==> src/rtl/vga_fetch_arbiter.sv <==
// vga_fetch_arbiter
//   Shares one single-port pixel memory between the host write path and
//   line-buffer prefetch bursts requested by the VGA timing generator.
//   Prefetch always wins. A burst issues BURST_LEN consecutive reads
//   starting at fetch_base (wrapping modulo 2^AW), copies each returned
//   word into the line buffer, then spends one DRAIN cycle flushing the
//   final word before returning to IDLE.
//
// Ports
//   clk, rst_n                 clock, asynchronous active-low reset
//   fetch_start, fetch_base    line prefetch request and first word address
//   host_valid/host_ready      host write handshake (host_ready is combinational)
//   host_addr, host_data       host write address / data
//   mem_en, mem_we             memory strobe / write enable (registered)
//   mem_addr, mem_wdata        memory address / write data (registered)
//   mem_rdata                  memory read data, valid one cycle after a read
//   lb_we, lb_addr, lb_wdata   line-buffer write port (lb_wdata = mem_rdata)
//   fetch_done, busy           burst-complete pulse / burst in progress
//   underrun, underrun_clr     sticky "fetch_start while busy" flag and clear
//
// Configuration
//   VGA_FETCH_UNDERRUN_EN      when defined, ignored fetch requests set the
//                              sticky underrun flag; otherwise underrun is 0.

module vga_fetch_arbiter #(
  parameter int unsigned AW        = 13,
  parameter int unsigned DW        = 8,
  parameter int unsigned BURST_LEN = 32
) (
  input  logic                         clk,
  input  logic                         rst_n,
  input  logic                         fetch_start,
  input  logic [AW-1:0]                fetch_base,
  input  logic                         host_valid,
  output logic                         host_ready,
  input  logic [AW-1:0]                host_addr,
  input  logic [DW-1:0]                host_data,
  output logic                         mem_en,
  output logic                         mem_we,
  output logic [AW-1:0]                mem_addr,
  output logic [DW-1:0]                mem_wdata,
  input  logic [DW-1:0]                mem_rdata,
  output logic                         lb_we,
  output logic [$clog2(BURST_LEN)-1:0] lb_addr,
  output logic [DW-1:0]                lb_wdata,
  output logic                         fetch_done,
  output logic                         busy,
  output logic                         underrun,
  input  logic                         underrun_clr
);

  localparam int unsigned LBW = $clog2(BURST_LEN);
  localparam logic [LBW-1:0] LAST_IDX = LBW'(BURST_LEN - 1);

  typedef enum logic [1:0] {
    IDLE  = 2'd0,
    FETCH = 2'd1,
    DRAIN = 2'd2
  } state_t;

  state_t         state;
  logic [LBW-1:0] cnt;
  logic           host_fire;

  // Host is admitted only when idle and no prefetch is arriving this cycle.
  assign host_ready = (state == IDLE) && !fetch_start;
  assign host_fire  = host_valid && host_ready;

  // Read data lands one cycle after its strobe, aligned with lb_we/lb_addr.
  assign lb_wdata = mem_rdata;

  // Arbitration FSM; all memory and line-buffer strobes are registered here.
  always_ff @(posedge clk or negedge rst_n) begin
    if (!rst_n) begin
      state      <= IDLE;
      busy       <= 1'b0;
      cnt        <= '0;
      mem_en     <= 1'b0;
      mem_we     <= 1'b0;
      mem_addr   <= '0;
      mem_wdata  <= '0;
      lb_we      <= 1'b0;
      lb_addr    <= '0;
      fetch_done <= 1'b0;
    end else begin
      mem_en     <= 1'b0;
      mem_we     <= 1'b0;
      lb_we      <= 1'b0;
      fetch_done <= 1'b0;
      case (state)
        IDLE: begin
          if (fetch_start) begin
            // First read goes out in the first FETCH cycle.
            state    <= FETCH;
            busy     <= 1'b1;
            cnt      <= '0;
            mem_en   <= 1'b1;
            mem_addr <= fetch_base;
          end else if (host_fire) begin
            mem_en    <= 1'b1;
            mem_we    <= 1'b1;
            mem_addr  <= host_addr;
            mem_wdata <= host_data;
          end
        end
        FETCH: begin
          // The read in flight this cycle becomes a line-buffer write next cycle.
          lb_we   <= 1'b1;
          lb_addr <= cnt;
          if (cnt == LAST_IDX) begin
            state      <= DRAIN;
            fetch_done <= 1'b1;
          end else begin
            cnt      <= cnt + LBW'(1);
            mem_en   <= 1'b1;
            mem_addr <= mem_addr + AW'(1);
          end
        end
        DRAIN: begin
          state <= IDLE;
          busy  <= 1'b0;
        end
        default: begin
          state <= IDLE;
          busy  <= 1'b0;
        end
      endcase
    end
  end

`ifdef VGA_FETCH_UNDERRUN_EN
  logic fetch_ignored;

  // A request arriving during FETCH or DRAIN is dropped and flagged.
  assign fetch_ignored = fetch_start && (state != IDLE);

  // Sticky flag; a set in the same cycle as a clear wins.
  always_ff @(posedge clk or negedge rst_n) begin
    if (!rst_n) begin
      underrun <= 1'b0;
    end else if (fetch_ignored) begin
      underrun <= 1'b1;
    end else if (underrun_clr) begin
      underrun <= 1'b0;
    end
  end
`else
  logic unused_underrun_clr;

  assign unused_underrun_clr = underrun_clr;
  assign underrun            = 1'b0;
`endif

endmodule

==> config.mk <==
export PLATFORM = sky130hd
export DESIGN_NAME = vga_fetch_arbiter
export DESIGN_NICKNAME = d
export VERILOG_FILES = /design/src/rtl/vga_fetch_arbiter.sv
export SDC_FILE = /design/constraint.sdc
export NUM_CORES = 1
export LEC_CHECK = 0
export BUFFER_PORTS_ARGS = -buffer_cell sky130_fd_sc_hd__buf_2
export CAP_MARGIN = 15
export CORE_MARGIN = 2
export CORE_UTILIZATION = 45
export CTS_BUF_LIST = sky130_fd_sc_hd__clkbuf_8
export DETAILED_ROUTE_END_ITERATION = 10
export PLACE_DENSITY_LB_ADDON = 0.3
export SKIP_CTS_REPAIR_TIMING = 1
export SLEW_MARGIN = 20
export SYNTH_ARGS = -nofsm -noshare
export SYNTH_HDL_FRONTEND = slang
export SYNTH_SLANG_ARGS = --single-unit
export TNS_END_PERCENT = 5
==> constraint.sdc <==
create_clock -name clk -period 3.4 [get_ports clk]
set_input_delay 0.68 -clock clk [delete_from_list [all_inputs] [get_ports clk]]
set_output_delay 0.68 -clock clk [all_outputs]
set_load 0.02 [all_outputs]
==> results.md, run 1 <==
- The area growth from synthesis to layout is 17.3%.
- The leading cell type in the layout, fill and taps excluded is buf_2.
- The weighted congestion at the end of routability-driven global placement is 0.762.
- The wire length after detailed routing is 4260 um.
- The dominant delay contributor by cell family on the critical path is adder cells.
- The number of antenna repair diodes is 0.
- The length of the first detailed-routing pass in iterations is 4.
- The standard-cell row count is 24.
- The routed via count is 1,682.
- TritonCTS built the clock tree.
- The flip-flop and latch count after synthesis is 38.
- The instance count on the critical path is 8.
- Adding up every negative setup slack in the final design gives 0 ns.
- The reg-to-reg endpoint is mem_addr[11].
- The sequential element share of the synthesized area is 0.461.
- For this block, the initial DRC count from the detailed router was 121.
- The die outline height is 71.7 um.
- During I/O placement, the number of pins put on the boundary was 88.
- The area enclosed by the die boundary is 5150 um2.
- The number of antenna violations at the first check in global routing is 0.
- The class of the tightest hold or removal check is flip-flop to flip-flop.
- In this run the critical register-to-register path is launched from cnt[0].
- The largest net degree at the start of global routing is 39.
- The die is 71.7 um wide.
- Across all setup checks in the final design, the least slack found is 1.29 ns.
- For the final database, setup skew stands at 0.00580 ns.
- Of the total synthesized cell area, the portion taken by AND, OR, NAND and NOR gates is 0.147.
- The remaining number of nets flagged by the antenna check after routing is 0.
- The combined area of the multi-input logic cells is 936 um2.
- The clock passes through at most 2 buffers.
- Headroom to the max-slew limit came out at 0.442.
- The depth of the most critical reg-to-reg path is 8.
- The root buffer cell is clkbuf_8.
- Setup repair after global routing left no endpoint under its margin.
- Data on the critical path is required at its endpoint by 3.56 ns.
- In this run, synthesis inferred 0 flip-flops with an integrated enable.
- The overall routing resource usage is 0.172.
- Counting both buffers and inverters, the worst setup path holds a total of 1.
- The top cell types in the final layout, fill and taps aside, are buf_2, dfrtp_1, nand2_1, a21oi_1, o21ai_0.
- For this design, the sink count on the clock tree is 38.
- The clock latency on the worst-skew pair is 0.29 ns.
- At the worst endpoint, the arrival time is 2.27 ns.
- The multiplexer fraction of the synthesized cell area is 0.107.
- The total overflow left after global routing is 0.
- The number of levels in the clock H-tree is 2.
- Dividing total power by cell area gives a power density of 896 nW/um2.
- The layout has 409 filler cells.
- The share of the synthesized area in compound gates (AO/OA/AOI/OAI) is 0.179.
- The number of setup violations in the final report is 0.
- The share of synthesized cell area in full adder, half adder and majority cells is 0.0182.
- The flow ran to the end, and the final reports show no timing, DRC or antenna violations.
- The count of max-cap constraint violations is 0.
- The synthesized area per cell is 10.1 um2.
- The launch point of the worst path is cnt[0].
- The count of unresolved DRC violations after routing is 0.
- Traced cell by cell, the critical path runs through ha_1 -> and3_1 -> ha_1 -> a21oi_4 -> o31ai_4 -> inv_4 -> mux2i_1 -> a211oi_1.
- OpenSTA, run right after detailed placement, puts the worst setup slack at 1.23 ns.
- The first global-routing pass estimated 6970 um of wire.
- Static timing analysis puts the maximum clock frequency at 0.473 GHz.
- The count of endpoints failing hold in the final timing report was 0.
- The number of global-route vias before repair is 1,535.
- The commonest register cell after synthesis is dfrtp_1.
- The destination of the critical timing path is mem_addr[11].
- The clock edge transition at the registers on the reported setup and hold paths is 0.08 ns.
- In the final layout, the share of cells above drive strength 1 is 0.366.
- The worst setup path is captured at a flip-flop.
- The number of pins exceeding their max-slew limit in the final report is 0.
- The floorplan step defined a core boundary enclosing 4380 um2.
- Using the TritonRoute via totals, the vias-per-cell ratio works out to 5.36.
- The type of the setup path with the least slack is flip-flop to flip-flop.
- Counting every instance in the synthesized netlist gives 204.
- The worst setup path is launched from a flip-flop.
- The quantity of I/O buffers inserted on ports is 69.
- The worst-case register-to-register setup slack is 1.29 ns.
- The share of the synthesized netlist area taken by xor and xnor gates is 0.
- For the finished layout, the period the worst path requires is 2.11 ns.
- The initial utilization of the core area, before any placement, comes to 0.471.
- The worst-case IR drop observed on VDD is 0.308 mV.
- The cell area after synthesis is 2060 um2.
- After synthesis, the share of flip-flops with an asynchronous set or reset is 1.00.
- The placed wire-length estimate after detailed placement is 3020 um.
- The distinct cell type count after synthesis is 44.
- The slew at the pin closest to its max-slew limit is 0.838 ns.
- The delay of the slowest critical-path stage is 0.43 ns.
- In the final design database the tool counted 311 nets.
- TritonCTS created 5 clock buffers.
- The storage element area is 951 um2.
- Of the available clock period, the critical path in the final layout requires 0.621.
- The slowest stage of the critical path belongs to the cell dfrtp_1.
- The number of warnings issued by yosys is 0.
- The cell that appears most often on the critical path is ha_1.
- The dominant combinational cell family by area after synthesis is compound AO/OA/AOI/OAI gates.
- Dividing the detail-routed wire length by the instance count gives 13.6 um.
- Summed over all cells, the static leakage comes to 1.20 nW.
- The startpoint identified for the worst hold timing path is lb_addr[3].
- Along the worst path, the maximum fanout reaches 19.
- The post-synthesis net count is 254.
==> cells by family (layout without fill, tap and decap cells) <==
group,count (synthesis),count (layout)
adder cells (fa/ha/maj),3,3
multiplexers,21,21
flip-flops,38,38
AO/OA/AOI/OAI,55,55
buffers and inverters,26,84
other,1,1
AND/OR/NAND/NOR,60,60
==> how the worst min path moves through the flow <==
stage                      end  slack, ns  depth (start not counted)
global placement    lb_addr[1]       0.45                          2
CTS                 lb_addr[3]       0.48                          2
detailed placement  lb_addr[3]       0.46                          2
global route        lb_addr[2]       0.50                          2
floorplan                 busy       0.38                          0
finish              lb_addr[3]       0.47                          2
==> metrics by stage <==
step / utilization / cell area (um2) / hold slack [ns] / cells / power [mW]
after floorplan: - / 2060 / 0.384 / 204 / 1.58
after CTS: 0.552 / 2420 / 0.476 / 314 / 2.19
after detailed placement: 0.531 / 2330 / 0.457 / 306 / 1.87
after global placement: 0.531 / 2330 / 0.453 / 306 / 1.84
after global routing: 0.552 / 2420 / 0.501 / 314 / 2.36
final: 0.552 / 2420 / 0.470 / 314 / 2.17
==> sequential cells by signal, summed over array words and instances, names as in the netlist <==
name,count
busy,1
cnt,5
fetch_done,1
lb_addr,5
lb_we,1
mem_addr,13
mem_en,1
mem_wdata,8
mem_we,1
state,2
==> tightest hold or removal path: cells and delay by family, from the launching register on <==
| family | cells | cell delay (ns) |
|---|---|---|
| AND/OR/NAND/NOR | 2 | 0.11 |
| flip-flops | 1 | 0.34 |
==> metal layers <==
metal	track usage	part of all wire	vias up
li1	-	-	834
met1	0.231	0.45	774
met2	0.264	0.46	66
met3	0.0436	0.069	8
met4	0.0755	0.021	0
met5	0	0	-
==> Yosys cell counts (all sizes together) (3+ instances only) <==
master  count  area (um2)
dfrtp      38         951
nand2      29         109
a21oi      20         115
buf        19         149
o21ai      14        70.1
mux2i      12         120
mux2        9         101
inv         7        28.8
nor2        6        22.5
nor3        6        40.0
a211oi      4        30.0
o31ai       4        43.8
and2        3        18.8
ha          3        37.5
nand3       3        15.0
nand4       3        18.8
nor2b       3        18.8
==> where the power goes <==
group / switching [mW] / internal [mW]
Sequential: 0.186 / 0.658
Combinational: 0.615 / 0.386
Clock: 0.161 / 0.163
==> layout make-up <==
cell class,count,share of cell area
tap,52,0.0269
sequential,38,0.393
inverter,7,0.0119
timing repair buffer,69,0.143
clock buffer,6,0.0341
clock inverter,2,0.00517
multi-input combinational,140,0.387
Note: power is estimated with default switching activity, not from simulation.
==> run 2: changes to the inputs <==
- clock period: 3.4 -> 2 ns (I/O delays scaled with it)
==> run 2 against run 1 <==
- fmax grew 9.5%
- combinational power up 79%
- worst hold slack worse by 0.31 ns
- clock skew shrank 0.0028 ns
- sequential cell count is the same
- largest cell class unchanged
- cell count rose by 3.8%
- count of clock-buffer cells in the layout is 1 lower
- first-iteration DRC count is 12% lower
- die area unchanged
- via count up 1.9%
- largest power group unchanged
- routed wire length up 4.5%
==> results.md, run 2 (synthesis results as in run 1) <==
- The run finished with clean final reports.
- The number of buffers on the longest clock path is 2.
- The tightest min-delay check is of the input pin to async pin type.
- Relative to the synthesized area, the layout overhead comes to 22.2%.
- Using the TritonRoute via totals, the vias-per-cell ratio works out to 5.26.
- The number of flip-flops in the largest register is 13.
- The number of global-route vias before repair is 1,516.
- Walking the worst path, the cells encountered are ha_1 -> and3_1 -> ha_1 -> a21oi_4 -> o31ai_4 -> buf_4 -> a21oi_1 -> o31ai_1.
- The power per unit of standard cell area is 1530 nW/um2.
- The count of endpoints failing hold in the final timing report is 0.
- The setup slack of the critical path after layout is 0.0707 ns.
- The number of antenna violations at the first check in global routing is 0.
- On the worst path, the slowest cell contributes a delay of 0.43 ns.
- The final layout contains 323 nets.
- The number of antenna repair diodes is 0.
- The area enclosed by the die boundary is 5150 um2.
- The post-route fraction of the period consumed by the critical path is 0.965.
- STA classifies the critical path startpoint as a flip-flop.
- The remaining number of nets flagged by the antenna check after routing is 0.
- The final-layout fill cell count is 382.
- The core region area is 4380 um2.
- At the end of routability-driven placement, the weighted congestion stood at 0.791.
- The number of top-level pins is 88.
- The global-route wire length before repair is 7000 um.
- The count of max-cap constraint violations is 0.
- Setup violations remaining at the end of the flow were counted as 0.
- The length of the first detailed-routing pass in iterations is 4.
- The routed design has 4450 um of wire.
- The floorplan has 24 rows.
- STA classifies the critical path endpoint as a flip-flop.
- After clock tree synthesis, the clock-pin slew on the worst setup and hold paths is 0.07 ns.
- The die is 71.7 um tall.
- The storage element area is 951 um2.
- In the final layout, the multi-input gates occupy 936 um2.
- The most repeated library cell on the critical path is ha_1.
- The count of buffers added on input and output ports is 69.
- The maximum fanout count along the critical path is 8.
- In the final layout, the registers with the most flip-flops are mem_addr: 13 flops, mem_wdata: 8 flops.
- The type of the setup path with the least slack is flip-flop to flip-flop.
- The starting DRC count in detailed routing is 106.
- In this run the critical register-to-register path is launched from cnt[0].
- The number of pins exceeding their max-slew limit in the final report came to 0.
- From left edge to right edge, the die measures 71.7 um.
- STA puts the critical path data arrival time at 2.09 ns.
- The highest ir drop seen on vdd is 0.537 mV.
- The routed design could run at a clock period as short as 1.93 ns.
- Setup repair after global routing left no endpoint under its margin.
- Entering global routing, the biggest net connects 39 pins.
- The clock net sink count is 38.
- The slowest cell on the critical path is dfrtp_1.
- For the worst-skew pair, the clock arrives at the later sink with an insertion delay of 0.29 ns.
- Buffers inserted during clock tree synthesis total 5.
- Before CTS, the worst setup slack after placement is 0.0855 ns.
- The post-route setup TNS is 0 ns.
- TritonCTS built the clock tree.
- The total overflow reported by the global router is 0.
- Clock tree synthesis selected as its root buffer the cell clkbuf_8.
- The count of unresolved DRC violations after routing is 0.
- The library cell used most frequently in the layout, excluding fill and tap cells, is buf_2.
- The maximum frequency from static timing analysis is 0.518 GHz.
- Tracing the worst setup path back leads to its startpoint at cnt[0].
- The analysis attributes to cell leakage a power of 1.27 nW.
- In the layout the commonest cells are buf_2, dfrtp_1, nand2_1, a21oi_1, o21ai_0.
- The detailed router placed 1,714 vias in this run.
- Data on the critical path is required at its endpoint by 2.16 ns.
- The clock arrives with 0.00301 ns of skew.
- Summed over all nets, the half-perimeter wirelength after detailed placement is 3240 um.
- The share of cells above drive strength 1 is 0.387.
- For this run, the total global-route usage over all layers was measured as 0.172.
- The starting density of the core is 0.471.
- The average wire length per cell after detail routing is 13.6 um.
- The H-tree was split into 2 levels.
- Counting flops per register, the top entry is mem_addr.
==> run 2: cell type report <==
class / instances / share of cell area
clock inverter: 3 / 0.0149
clock buffer: 5 / 0.0273
multi-input combinational: 140 / 0.371
inverter: 7 / 0.0114
sequential: 38 / 0.377
timing repair buffer: 81 / 0.173
tap: 52 / 0.0258
==> run 2: final timing paths <==
kind / end / slack [ns] / depth (start not counted)
max reg2reg: mem_addr[0] / 0.07 / 8
min in group clk: mem_wdata[3] / 0.34 / 2
min: fetch_done / 0.16 / 2
max: mem_addr[0] / 0.07 / 8
max in group asynchronous: state[0] / 1.51 / 2
min reg2reg: lb_addr[1] / 0.47 / 2
==> run 2: power by group <==
group | total [mW] | switching, mW | internal [mW]
clock network | 0.620 | 0.257 | 0.363
registers | 1.44 | 0.324 | 1.12
logic | 1.79 | 1.08 | 0.711
==> run 2: worst max-delay path, delay by kind of cell (launching register included) <==
kind	cells	cell delay, ns
AOI/OAI and AO/OA	4	0.56
adders and majority gates	2	0.45
DFF	1	0.43
buffers and inverters	1	0.19
and+or+nand+nor	1	0.18
==> run 2: per-layer routing <==
metal  wire length, um  vias to the layer above  global-route usage
li1                  -                      858                   -
met1              1980                      784               0.237
met2              2090                       66               0.265
met3               323                        6              0.0422
met4                61                        0              0.0608
met5                 0                        -                   0
==> run 2: through the flow <==
| stage | total power, mW | cell area (um2) | hold WS [ns] | instances | utilization |
|---|---|---|---|---|---|
| after detailed placement | 3.24 | 2390 | 0.462 | 314 | 0.544 |
| after global routing | 4.13 | 2520 | 0.199 | 326 | 0.575 |
| after floorplan | 2.68 | 2060 | 0.104 | 204 | - |
| final | 3.85 | 2520 | 0.158 | 326 | 0.575 |
| after global placement | 3.17 | 2390 | 0.453 | 314 | 0.544 |
| after CTS | 3.86 | 2490 | 0.172 | 322 | 0.568 |
==> run 3: changes to the inputs <==
- clock period: 2 -> 2.05 ns (I/O delays scaled with it)
==> run 3 against run 2 <==
- sequential cell count did not move
- register-to-register slack improved by 0.05 ns
- sequential power barely moved
- sequential share of layout area rose by 0.76 points
- first-iteration DRC count rose by 25%
- cell count fell by 1.5%
- fmax rose by 0.25%
- design area fell by 2.0%
- critical endpoint unchanged
- highest routed layer unchanged
==> results.md, run 3 (synthesis results as in run 1) <==
- Timing would allow up to 0.520 GHz.
- The dominant delay contributor by cell family on the critical path is compound AO/OA/AOI/OAI gates.
- The destination of the critical timing path is mem_addr[0].
- The region available for standard cell placement spans 4380 um2.
- The slowest cell on the critical path is dfrtp_1.
- The TritonCTS clock tree is yes.
- The number of setup violations in the final report is 0.
- In this run the remaining antenna-violating nets after routing total 0.
- The count of endpoints failing hold in the final timing report came to 0.
- Setup total negative slack on the finished layout was measured at 0 ns.
- The overall routing resource usage is 0.184.
- Measured along the x axis, the die boundary spans 71.7 um.
- In this run the critical register-to-register path is captured at mem_addr[0].
- The number of pins exceeding their max-slew limit in the final report is 0.
- The launch instance of the worst register-to-register path is cnt[0].
- The number of global-route vias before repair is 1,632.
- The maximum fanout count along the critical path is 8.
- STA classifies the critical path startpoint as a flip-flop.
- The number of nets in the final layout is 318.
- The root buffer cell is clkbuf_8.
- Leaving out fill and tap cells, the most frequent cells in the layout are buf_2, dfrtp_1, nand2_1, a21oi_1, o21ai_0.
- The routed via count is 1,680.
- For the final database, setup skew stands at 0.00396 ns.
- Of the cells placed in the final design, the portion with a size suffix greater than 1 is 0.379.
- The utilization after layout is 0.564.
- The clock reaches the later pin of the worst-skew pair after 0.28 ns.
- The first global-routing pass estimated 7450 um of wire.
- The number of flip-flops in the largest register is 13.
- The highest ir drop seen on vdd is 0.489 mV.
- The depth of the most critical reg-to-reg path is 8.
- Entering global routing, the biggest net connects 39 pins.
- In the final routed layout, each cell accounts on average for 14.2 um.
- The count of unresolved DRC violations after routing is 0.
- Clock tree synthesis found a total of 38 sinks.
- The instance count on the critical path is 8.
- The number of buffers and inverters on the critical path is 1.
- Setup repair after global routing left no endpoint under its margin.
- The worst setup path is of the flip-flop to flip-flop kind.
- The count of max-cap constraint violations is 0.
- The die outline height is 71.7 um.
- In this run, CTS created clock tree buffers numbering 5.
- CTS built an H-tree with a depth of 2.
- After clock tree synthesis, the clock-pin slew on the worst setup and hold paths is 0.07 ns.
- The data arrival time of the critical path is 2.08 ns.
- More flip-flops sit in one register than any other, and that register is mem_addr.
- The setup slack of the critical path after layout is 0.125 ns.
- The area enclosed by the die boundary is 5150 um2.
- Counting along the longest clock path gives a buffer depth of 2.
- The class of the tightest hold or removal check is input pin to async pin.
- The library cell used most frequently in the layout, excluding fill and tap cells, is buf_2.
- Summed over all layers, the routed wires come to 4560 um.
- The endpoint kind of the worst setup timing path is a flip-flop.
- The total overflow reported by the global router is 0.
- The number of antenna violations at the first check in global routing was 0.
- The largest single stage delay on the critical path is 0.43 ns.
- The quantity of I/O buffers inserted on ports is 69.
- From synthesis to final layout, the design area changed by 19.8%.
- Of the available clock period, the critical path in the final layout requires 0.939.
- Summing all multi-input logic gate instances after layout gives 936 um2.
- The final-layout fill cell count is 416.
- The number of antenna repair diodes is 0.
- After detailed routing, the number of vias per cell comes to 5.23.
- The flow ran to the end, and the final reports show no timing, DRC or antenna violations.
- The number of top-level pins is 88.
- The leakage dissipation is 1.24 nW.
- The weighted congestion at the end of routability-driven global placement is 0.808.
- The starting DRC count in detailed routing is 132.
- The worst setup timing slack at the placement stage is 0.141 ns.
- The placed wire-length estimate after detailed placement is 3330 um.
- For this configuration, the core starts out at a cell density of 0.471.
- The length of the first detailed-routing pass in iterations is 4.
- The signal on the critical path passes through ha_1 -> and3_1 -> ha_1 -> a21oi_4 -> o31ai_4 -> buf_4 -> a21oi_1 -> o31ai_1.
- The storage element area is 951 um2.
- Data on the critical path is required at its endpoint by 2.20 ns.
- The minimum clock period after layout is 1.92 ns.
- In the final layout, the registers with the most flip-flops are mem_addr: 13 flops, mem_wdata: 8 flops.
- The critical path starts at cnt[0].
- The standard-cell row count is 24.
- The cell that appears most often on the critical path is ha_1.
- In this run the power density over the cells is 1470 nW/um2.
- Setup slack on the worst reg-to-reg path comes out at 0.13 ns.
-- run 3: worst min path at each step --
stage,to,slack [ns]
global route,busy,0.21
global placement,lb_addr[1],0.45
floorplan,busy,0.11
CTS,busy,0.18
finish,mem_wdata[2],0.17
detailed placement,lb_addr[1],0.46
-- run 3: report_power, final --
group,total [mW],internal [mW],switching (mW)
Clock,0.521,0.266,0.254
Combinational,1.71,0.663,1.04
Sequential,1.41,1.09,0.317
Total,3.63,2.02,1.61
-- run 3: area by class of cell --
cell class                 count  share of cell area
multi-input combinational    140               0.379
sequential                    38               0.385
timing repair buffer          76               0.161
tap                           52              0.0263
inverter                       7              0.0127
clock inverter                 2             0.00354
clock buffer                   6              0.0334
-- run 3: metal layers --
| layer | vias up | global-route usage | wire (um) |
|---|---|---|---|
| li1 | 845 | - | - |
| met2 | 53 | 0.296 | 2110 |
| met3 | 5 | 0.0464 | 294 |
| met5 | - | 0 | 0 |
| met4 | 0 | 0.0650 | 42 |
| met1 | 777 | 0.242 | 2120 |
-- run 3: metrics by stage --
step,hold slack [ns],power [mW],instances,instance area (um2)
2_1_floorplan,0.114,2.61,204,2060
3_3_place_gp,0.453,3.08,313,2380
3_5_place_dp,0.463,3.15,313,2380
4_1_cts,0.184,3.66,321,2470
5_1_grt,0.209,3.95,321,2470
6_report,0.171,3.63,321,2470
